$ cat src/rtl/pipeline_hazard_controller.sv
// Hazard and sequencing controller for the decode/execute pipeline register.
// Produces stall, bubble (NOP) and fetch-flush controls plus a saturating stall-cycle counter.
module pipeline_hazard_controller #(
  parameter int REGISTER_INDEX_WIDTH = 5,
  parameter int MUL_LATENCY          = 5,
  parameter int FLUSH_CYCLES         = 2,
  parameter int COUNT_WIDTH          = 16
) (
  input  logic                            clk,
  input  logic                            reset,
  input  logic                            dec_valid,
  input  logic [REGISTER_INDEX_WIDTH-1:0] dec_rs1,
  input  logic [REGISTER_INDEX_WIDTH-1:0] dec_rs2,
  input  logic                            dec_uses_rs1,
  input  logic                            dec_uses_rs2,
  input  logic                            dec_is_mul,
  input  logic [REGISTER_INDEX_WIDTH-1:0] ex_dest,
  input  logic                            ex_reg_write,
  input  logic                            ex_mem_to_reg,
  input  logic                            ex_branch_taken,
  input  logic                            mem_access,
  input  logic                            mem_ready,
  output logic                            stall_out,
  output logic                            execution_empty_out,
  output logic                            set_nop_out,
  output logic                            flush_fetch_out,
  output logic [COUNT_WIDTH-1:0]          stall_cycles_out
);

  localparam int MUL_CNT_W   = (MUL_LATENCY > 2) ? $clog2(MUL_LATENCY - 1) : 1;
  localparam int FLUSH_CNT_W = (FLUSH_CYCLES > 1) ? $clog2(FLUSH_CYCLES) : 1;

  localparam logic [MUL_CNT_W-1:0]   MUL_INIT   = MUL_CNT_W'(MUL_LATENCY - 2);
  localparam logic [FLUSH_CNT_W-1:0] FLUSH_INIT = FLUSH_CNT_W'(FLUSH_CYCLES - 1);

  typedef enum logic [1:0] {
    IDLE     = 2'd0,
    MUL_BUSY = 2'd1,
    MEM_WAIT = 2'd2,
    FLUSH    = 2'd3
  } state_e;

  state_e                   state_q, state_d;
  logic [MUL_CNT_W-1:0]     mul_cnt_q, mul_cnt_d;
  logic [FLUSH_CNT_W-1:0]   flush_cnt_q, flush_cnt_d;
  logic [COUNT_WIDTH-1:0]   stall_cnt_q, stall_cnt_d;

  logic miss;
  logic load_use;
  logic rs1_match;
  logic rs2_match;

  assign miss      = mem_access & ~mem_ready;
  assign rs1_match = dec_uses_rs1 & (dec_rs1 == ex_dest);
  assign rs2_match = dec_uses_rs2 & (dec_rs2 == ex_dest);
  // Register 0 is hardwired, so a load targeting it never creates a dependency.
  assign load_use  = ex_mem_to_reg & ex_reg_write & (ex_dest != '0) & dec_valid
                   & (rs1_match | rs2_match);

  always_comb begin
    state_d             = state_q;
    mul_cnt_d           = mul_cnt_q;
    flush_cnt_d         = flush_cnt_q;
    stall_out           = 1'b0;
    execution_empty_out = 1'b1;
    set_nop_out         = 1'b0;
    flush_fetch_out     = 1'b0;

    case (state_q)
      IDLE: begin
        if (ex_branch_taken) begin
          set_nop_out     = 1'b1;
          flush_fetch_out = 1'b1;
          if (FLUSH_CYCLES > 1) begin
            state_d     = FLUSH;
            flush_cnt_d = FLUSH_INIT;
          end
        end else if (miss) begin
          stall_out           = 1'b1;
          execution_empty_out = 1'b0;
          state_d             = MEM_WAIT;
        end else if (load_use) begin
          // One bubble only: the load moves on next cycle and the dependency resolves.
          stall_out   = 1'b1;
          set_nop_out = 1'b1;
        end else if (dec_valid & dec_is_mul) begin
          state_d   = MUL_BUSY;
          mul_cnt_d = MUL_INIT;
        end
      end

      MUL_BUSY: begin
        stall_out           = 1'b1;
        execution_empty_out = 1'b0;
        // A pending d-cache miss freezes the multiply countdown.
        if (!miss) begin
          if (mul_cnt_q == '0) begin
            state_d = IDLE;
          end else begin
            mul_cnt_d = mul_cnt_q - 1'b1;
          end
        end
      end

      MEM_WAIT: begin
        if (mem_ready) begin
          state_d = IDLE;
        end else begin
          stall_out           = 1'b1;
          execution_empty_out = 1'b0;
        end
      end

      FLUSH: begin
        set_nop_out     = 1'b1;
        flush_fetch_out = 1'b1;
        flush_cnt_d     = flush_cnt_q - 1'b1;
        if (flush_cnt_d == '0) begin
          state_d = IDLE;
        end
      end

      default: begin
        state_d = IDLE;
      end
    endcase
  end

  always_comb begin
    stall_cnt_d = stall_cnt_q;
    if (stall_out && !(&stall_cnt_q)) begin
      stall_cnt_d = stall_cnt_q + 1'b1;
    end
  end

  always_ff @(posedge clk) begin
    if (reset) begin
      state_q     <= IDLE;
      mul_cnt_q   <= '0;
      flush_cnt_q <= '0;
      stall_cnt_q <= '0;
    end else begin
      state_q     <= state_d;
      mul_cnt_q   <= mul_cnt_d;
      flush_cnt_q <= flush_cnt_d;
      stall_cnt_q <= stall_cnt_d;
    end
  end

  assign stall_cycles_out = stall_cnt_q;

endmodule

$ cat config.mk
export PLATFORM = sky130hd
export DESIGN_NAME = pipeline_hazard_controller
export DESIGN_NICKNAME = d
export VERILOG_FILES = /design/src/rtl/pipeline_hazard_controller.sv
export SDC_FILE = /design/constraint.sdc
export NUM_CORES = 1
export LEC_CHECK = 0
export ABC_AREA = 0
export CAP_MARGIN = 20
export CORE_MARGIN = 10
export CORE_UTILIZATION = 41
export CTS_CLUSTER_DIAMETER = 50
export DETAILED_ROUTE_END_ITERATION = 6
export HOLD_SLACK_MARGIN = 0.05
export PLACE_DENSITY = 0.75
export SLEW_MARGIN = 10
export SYNTH_ARGS = -nofsm -noshare
export SYNTH_HDL_FRONTEND = slang
export SYNTH_SLANG_ARGS = --single-unit
export TNS_END_PERCENT = 1
$ cat constraint.sdc
create_clock -name clk -period 7.05 [get_ports clk]
set_clock_uncertainty 0.15 [all_clocks]
set_input_delay 1.41 -clock clk [delete_from_list [all_inputs] [get_ports clk]]
set_output_delay 1.41 -clock clk [all_outputs]
set_load 0.1 [all_outputs]
==> implementation parameters, run 1 <==
Parameter                              Value

Clocking
  CTS tree    done
  Hold Buf Count CTS    0
  Clk slew on worst S/H paths    130 ps
  Buffer type at the clock tree root    clkbuf_4
  Insertion delay to the later sink of the worst-skew pair    310 ps
  Post-CTS setup repair buffer count    0
  Number of H-tree levels    1
  CTS buffer count    3
  Resized Gates After CTS    0
  Clock Sink Count    21
  Maximum root-to-sink buffer count    2

Drt
  Iteration-0 DRC Markers    85
  Remaining antenna violation count after routing    0
  Wirelength per Cell    about 14 µm
  DR vias    around 1,500
  Final routed DRC violation total    0
  Total routed wirelength    3.881 mm
  DR pass1 iterations    4
  Via density    5.504

Timing
  Count of endpoints failing hold in the final timing report    0
  Measured slew at the worst slew-check pin    982.5 ps
  Fmax    177.6 MHz
  Crit share post-route    79.85%
  Min Tclk post-route    5630 ps
  Max-slew headroom at the worst pin    between 30% and 40%
  Setup repair after global routing missed its margin    false
  Final-report max-slew violation count    0
  Setup TNS after final layout    0 ps
  Setup Viol. Count Final    0
  Worst Slack Setup Final    1420 ps

Critical path
  Maximum fanout along the worst path    4
  CP most frequent cell    clkdlybuf4s50_1
  Data arrival time of the worst path    just over 4000 ps
  Worst setup SP type    input pin
  Cells along the critical path    clkdlybuf4s50_1 > xnor2_1 > nand4_1 > o22ai_1 > a31oi_1 > nor2_1 > clkdlybuf4s50_1
  Sort of element at the end of the critical path    output port
  Type of the worst setup path    in2out
  R2R depth    8
  Critical path data required time    5490 ps
  Biggest cell delay along the critical path    1140 ps
  Critical Path Slowest Stage Cell    clkdlybuf4s50_1

Floorplanning
  CORE AREA    about 0.0033 mm²
  Total die area    0.006222 mm²
  Number of primary I/O pins    46
  Die outline width    78.88 µm
  Die height    78.88 µm
  Initial standard-cell utilization of the core    about 43%
  Row cnt    21

Global route
  Maximum number of pins on one net before global-route repair    29
  Number of global-route vias before repair    around 1,400
  First-pass GRT wire length    6.520 mm
  Number of antenna violations at the first check in global routing    0
  Grt total ovfl    0
  Global-route usage over all layers    12.42%

Power and ir drop
  Power per cell area    just under 300 mW/mm²
  Static leakage power    roughly 0.00062 µW
  Internal    260.1 µW
  Part of the total power dissipated in the clock network    10.7%
  Switching Share    53.14%
  Comb power frac    62.9%
  Psw    294.9 µW
  IR Drop Worst-Case VDD    0.0001754 V
  Sequential cell fraction of total power    26.4%

Synth
  Most numerous cell in the Yosys netlist    dfxtp_1
  Post-synth EDFFs    0
  Share of the synthesized area in the top cell type    29.58%
  Share of synthesized area spent on multiplexers    2.201%
  Post-synthesis share of cell area spent on and, or, nand and nor gates    between 20% and 30%
  Arithmetic-cell share of the synthesized area counting full adders, half adders and majority gates    5.282%
  Count of warnings emitted by yosys    0
  Post-synthesis compound-gate area fraction    between 20 and 25%
  Synthesized netlist cell count    approximately 180
  Post-synthesis xor/xnor area fraction    6.778%
  Cell accounting for the most synthesized area    dfxtp_1
  Cell types with the largest area share after synthesis    dfxtp_1, a21oi_1, xnor2_1, ha_1, nand2_1
  Top_reg_cell synth    dfxtp_1
  Synth Register Bits    21
  Largest family of logic cells by synthesized area    simple AND/OR/NAND/NOR gates
  Async set or reset register ratio after synthesis    0%
  Synthesized cell area    around 0.0014 mm²
  Synthesized net count    213
  Commonest cells in the synthesized netlist    dfxtp_1, a21oi_1, nand2_1
  Sequential element share of the synthesized area    29.58%
  Number of unique standard cell types used by synthesis    41
  Avg Cell Area, Syn    7.853 µm²

Placement
  Gp weighted congestion    0.8484
  Worst slack at placement    roughly 1400 ps
  Final HPWL from detailed placement    3.069 mm
  IO Port Bufs    45

Flow run
  Maximum Capacitance Violations    0

Cells and area
  Area of combinational cells with multiple inputs    roughly 920 µm²
  Layout-stage area growth over the synthesis result    34.68%
  FF/Latch Area    420.4 µm²
  Total number of nets in the final design    between 200 and 300
  Diode count    0
  Filler instances    336
  Share of cells above drive strength 1    4.464%

Run status
  Result of the run    completed

Min path
  Hold/Removal Path Class    reg2reg
  Number of cells on the worst hold path    2
==> metal layers <==
metal,vias to the layer above,track usage [%],share of wire [%],routed length [µm]
li1,759,-,-,-
met1,674,16.35,49,1915
met2,51,20.07,45,1734
met3,2,3.604,5.7,220
met4,0,1.613,0.26,10
met5,-,0,0,0
==> layout by cell type (no fill, tap or decap), types with 2 or more instances in the layout <==
master / netlist / layout
o21ai_0: 5 / 5
dfxtp_1: 21 / 21
clkbuf_4: 0 / 3
nor3_1: 2 / 2
o22ai_1: 3 / 3
o21ai_1: 5 / 5
a21oi_1: 18 / 18
nand4_1: 6 / 6
xnor2_1: 10 / 10
and2_1: 3 / 3
or3_1: 10 / 10
nor2b_1: 2 / 2
clkdlybuf4s50_1: 0 / 44
nand2_1: 17 / 17
nand3_1: 5 / 5
o31ai_1: 7 / 7
o32ai_1: 2 / 2
nor2_1: 14 / 14
nand3b_1: 2 / 2
or4_1: 7 / 7
a311oi_1: 2 / 2
mux2i_1: 2 / 2
ha_1: 6 / 6
inv_1: 11 / 11
==> final timing paths <==
| path | startpoint | endpoint | slack (ps) |
|---|---|---|---|
| worst max-delay path | ex_dest[4] | stall_out | 1420 |
| worst min-delay path | mul_cnt_q[1]$_SDFFE_PP0P_ | mul_cnt_q[1]$_SDFFE_PP0P_ | 360 |
| worst max register to register | state_q[0]$_SDFFE_PP0P_ | stall_cycles_out[13]$_SDFFE_PP0P_ | 4400 |
| worst min register to register | mul_cnt_q[1]$_SDFFE_PP0P_ | mul_cnt_q[1]$_SDFFE_PP0P_ | 360 |
==> worst max-delay path, delay by kind of cell <==
kind            cells  cell delay [ps]
buf+inv             2             1680
compound gates      2              600
simple gates        2              240
xor+xnor            1              140
==> logic make-up (layout without fill, tap and decap cells) <==
kind of cell,count (synthesis),in the layout
AND/OR/NAND/NOR,74,74
AO/OA/AOI/OAI,49,49
flip-flops,21,21
buffers and inverters,17,60
XOR/XNOR,11,11
adder cells (fa/ha/maj),6,6
multiplexers,3,3
==> final cells by class <==
| type | instances | area share [%] |
|---|---|---|
| Tap cell | 46 | 3.007 |
| Timing Repair Buffer | 45 | 23.40 |
| Clock buffer | 3 | 1.176 |
| Inverter | 11 | 2.157 |
| Multi-Input combinational cell | 143 | 47.91 |
| Clock inverter | 1 | 0.3922 |
| Sequential cell | 21 | 21.96 |
==> state kept, by name, indices dropped and copies added, names as in the netlist <==
name and cells:
mul_cnt_q 2, flush_cnt_q 1, stall_cycles_out 16, state_q 2
==> stage by stage <==
stage,area [µm²],power (µW),std cells,util (%),hold slack [ps]
floorplan,1421,436.7,181,-,325.6
global placement,1884,497.1,266,56.47,338.0
detailed placement,1884,499.9,266,56.47,341.7
CTS,1914,559.4,270,57.37,359.8
global route,1914,592.5,270,57.37,412.7
finish,1914,555.0,270,57.37,356.7
==> power groups by stage <==
| stage | clock network, µW | logic, µW | registers [µW] |
|---|---|---|---|
| global placement | 0 | 348 | 149 |
| CTS | 61.4 | 351 | 147 |
| floorplan | 0 | 262 | 175 |
| global route | 67.4 | 375 | 150 |
| finish | 59.6 | 349 | 146 |
| detailed placement | 0 | 350 | 150 |
(Power assumes the default switching activity.)
==> run 2, diff against run 1 <==
- PLACE_DENSITY: 0.75 -> 0.78
- clock period: 7.05 -> 4.5 ns (I/O delays scaled with it)
==> implementation parameters, run 2 (synthesis gave the netlist of run 1 again) <==
Parameter                              Value

Floorplanning
  Row cnt    21 (unchanged)
  Die height    78.88 µm (unchanged)
  CORE AREA    0.003337 mm² (unchanged)
  Number of primary I/O pins    46 (unchanged)
  Total die area    0.006222 mm² (unchanged)
  Die outline width    78.88 µm (unchanged)
  Initial standard-cell utilization of the core    42.59% (unchanged)

Power and ir drop
  Static leakage power    0.0006375 µW (was 0.0006226 µW)
  IR Drop Worst-Case VDD    0.0002155 V (was 0.0001754 V)
  Power per cell area    464.8 mW/mm² (was 289.9 mW/mm²)

Global route
  First-pass GRT wire length    6.251 mm (was 6.520 mm)
  Number of global-route vias before repair    1,339 (was 1,385)
  Maximum number of pins on one net before global-route repair    29 (unchanged)
  Global-route usage over all layers    11.77% (was 12.42%)
  Grt total ovfl    0 (unchanged)
  Number of antenna violations at the first check in global routing    0 (unchanged)

Drt
  DR pass1 iterations    4 (unchanged)
  Final routed DRC violation total    0 (unchanged)
  Wirelength per Cell    13.82 µm (was 14.37 µm)
  Total routed wirelength    3.731 mm (was 3.881 mm)
  Iteration-0 DRC Markers    82 (was 85)
  DR vias    1,448 (was 1,486)
  Remaining antenna violation count after routing    0 (unchanged)
  Via density    5.363 (was 5.504)

Placement
  IO Port Bufs    45 (unchanged)
  Gp weighted congestion    0.8617 (was 0.8484)
  Final HPWL from detailed placement    2.962 mm (was 3.069 mm)

Critical path
  Worst setup SP type    input pin (unchanged)
  Type of the worst setup path    in2out (unchanged)
  Destination of the worst register-to-register timing path    stall_cycles_out[15]$_SDFFE_PP0P_ (was stall_cycles_out[13]$_SDFFE_PP0P_)
  Family of cells with the greatest summed delay on the critical path    buffers and inverters (unchanged)
  R2R Setup Slk    1880 ps (was 4400 ps)
  Instance count on the critical path    8 (was 7)
  R2R depth    8 (unchanged)
  Buffers plus inverters on the worst setup path    2 (unchanged)
  Sort of element at the end of the critical path    output port (unchanged)
  Critical Path Slowest Stage Cell    clkdlybuf4s50_1 (unchanged)
  Maximum fanout along the worst path    4 (unchanged)
  Data arrival time of the worst path    3020 ps (was 4070 ps)
  R2r startpoint    state_q[0]$_SDFFE_PP0P_ (unchanged)
  Cells along the critical path    clkdlybuf4s50_1 > xnor2_1 > nand4_1 > o22ai_1 > nand2_1 > or3_1 > o21ai_0 > buf_12 (was clkdlybuf4s50_1 > xnor2_1 > nand4_1 > o22ai_1 > a31oi_1 > nor2_1 > clkdlybuf4s50_1)
  Biggest cell delay along the critical path    540 ps (was 1140 ps)
  Critical path data required time    3450 ps (was 5490 ps)

Clocking
  CTS tree    done (unchanged)
  Number of H-tree levels    1 (unchanged)
  Post-CTS setup repair buffer count    0 (unchanged)
  Clk slew on worst S/H paths    110 ps (was 130 ps)
  Hold Buf Count CTS    0 (unchanged)
  CTS buffer count    3 (unchanged)
  Maximum root-to-sink buffer count    2 (unchanged)
  Resized Gates After CTS    0 (unchanged)
  Insertion delay to the later sink of the worst-skew pair    300 ps (was 310 ps)
  Buffer type at the clock tree root    clkbuf_4 (unchanged)
  Clock Sink Count    21 (unchanged)

Cells and area
  Layout-stage area growth over the synthesis result    35.74% (was 34.68%)
  Commonest non-fill, non-tap cell in the layout    clkdlybuf4s50_1 (unchanged)
  Total number of nets in the final design    257 (unchanged)
  Top library cells by usage in the layout, fill and taps aside    clkdlybuf4s50_1, dfxtp_1, a21oi_1 (unchanged)
  Diode count    0 (unchanged)
  Number of flip-flops under the largest register name    16 (unchanged)
  Share of cells above drive strength 1    5.804% (was 4.464%)

Timing
  Min Tclk post-route    4069 ps
  Fmax    245.8 MHz
  Count of endpoints failing hold in the final timing report    0 (unchanged)
  Final-report max-slew violation count    0 (unchanged)
  Setup TNS after final layout    0 ps (unchanged)
  Max-slew headroom at the worst pin    33.98% (was 34.29%)
  Setup repair after global routing missed its margin    false (unchanged)
  Crit share post-route    ~90%
  Measured slew at the worst slew-check pin    987.2 ps (was 982.5 ps)
  Setup Viol. Count Final    0 (unchanged)
  WHS    355.6 ps (was 356.7 ps)

Min path
  Endpoint of the worst hold path    mul_cnt_q[1]$_SDFFE_PP0P_ (unchanged)
  Worst hold path startpoint    mul_cnt_q[1]$_SDFFE_PP0P_ (unchanged)
  Hold/Removal Path Class    reg2reg (unchanged)
  Number of cells on the worst hold path    2 (unchanged)

Run status
  Result of the run    completed (unchanged)

Flow run
  Maximum Capacitance Violations    0 (unchanged)
-- run 2: cell types whose count changed in the layout (fill, tap and decap cells not counted) --
cell / change
clkdlybuf4s50_1: -3
clkinvlp_4: -1
buf_12: +2
clkinv_2: +1
buf_4: +1
-- run 2: worst max path at each step --
stage	to	from
2_1_floorplan	set_nop_out	ex_branch_taken
3_3_place_gp	set_nop_out	ex_dest[4]
3_5_place_dp	set_nop_out	ex_dest[0]
4_1_cts	set_nop_out	ex_dest[2]
5_1_grt	set_nop_out	ex_dest[4]
6_report	set_nop_out	ex_dest[2]
-- run 2: cell type report --
type | instances | area (µm²)
clock inverter | 1 | 5.005
clock buffer | 3 | 22.52
fill | 334 | 1408
sequential | 21 | 420.4
inverter | 11 | 41.29
multi-input combinational | 143 | 917.1
tap | 46 | 57.56
timing repair buffer | 45 | 465.4
-- run 2: routing by layer --
metal  GRT usage [%]  share of wire, %  routed length [µm]
met1           15.93                51                1903
met2           18.26                43                1598
met3           3.266               5.9                 220
met4           2.151              0.27                  10
met5               0                 0                   0
-- run 2: through the flow --
stage / worst slack, ps / total power, µW / util (%) / cell area, µm² / instances
6_report: 431.0 / 896.7 / 57.82 / 1929 / 270
5_1_grt: 300.2 / 954.9 / 57.82 / 1929 / 270
4_1_cts: 434.6 / 901.7 / 57.82 / 1929 / 270
3_5_place_dp: 442.2 / 810.1 / 56.99 / 1902 / 266
3_3_place_gp: 465.4 / 804.4 / 56.99 / 1902 / 266
2_1_floorplan: 242.3 / 684.2 / - / 1421 / 181
-- run 2: where the power goes --
part | switching, µW | internal (µW)
Clock | 58.0 | 33.1
Combinational | 393 | 183
Sequential | 18.6 | 211
Total | 470 | 427
-- run 2: worst min-delay path, stage by stage (launching register included) --
cell	delay, ps
dfxtp_1	330
nor2_1	90
a311oi_1	50
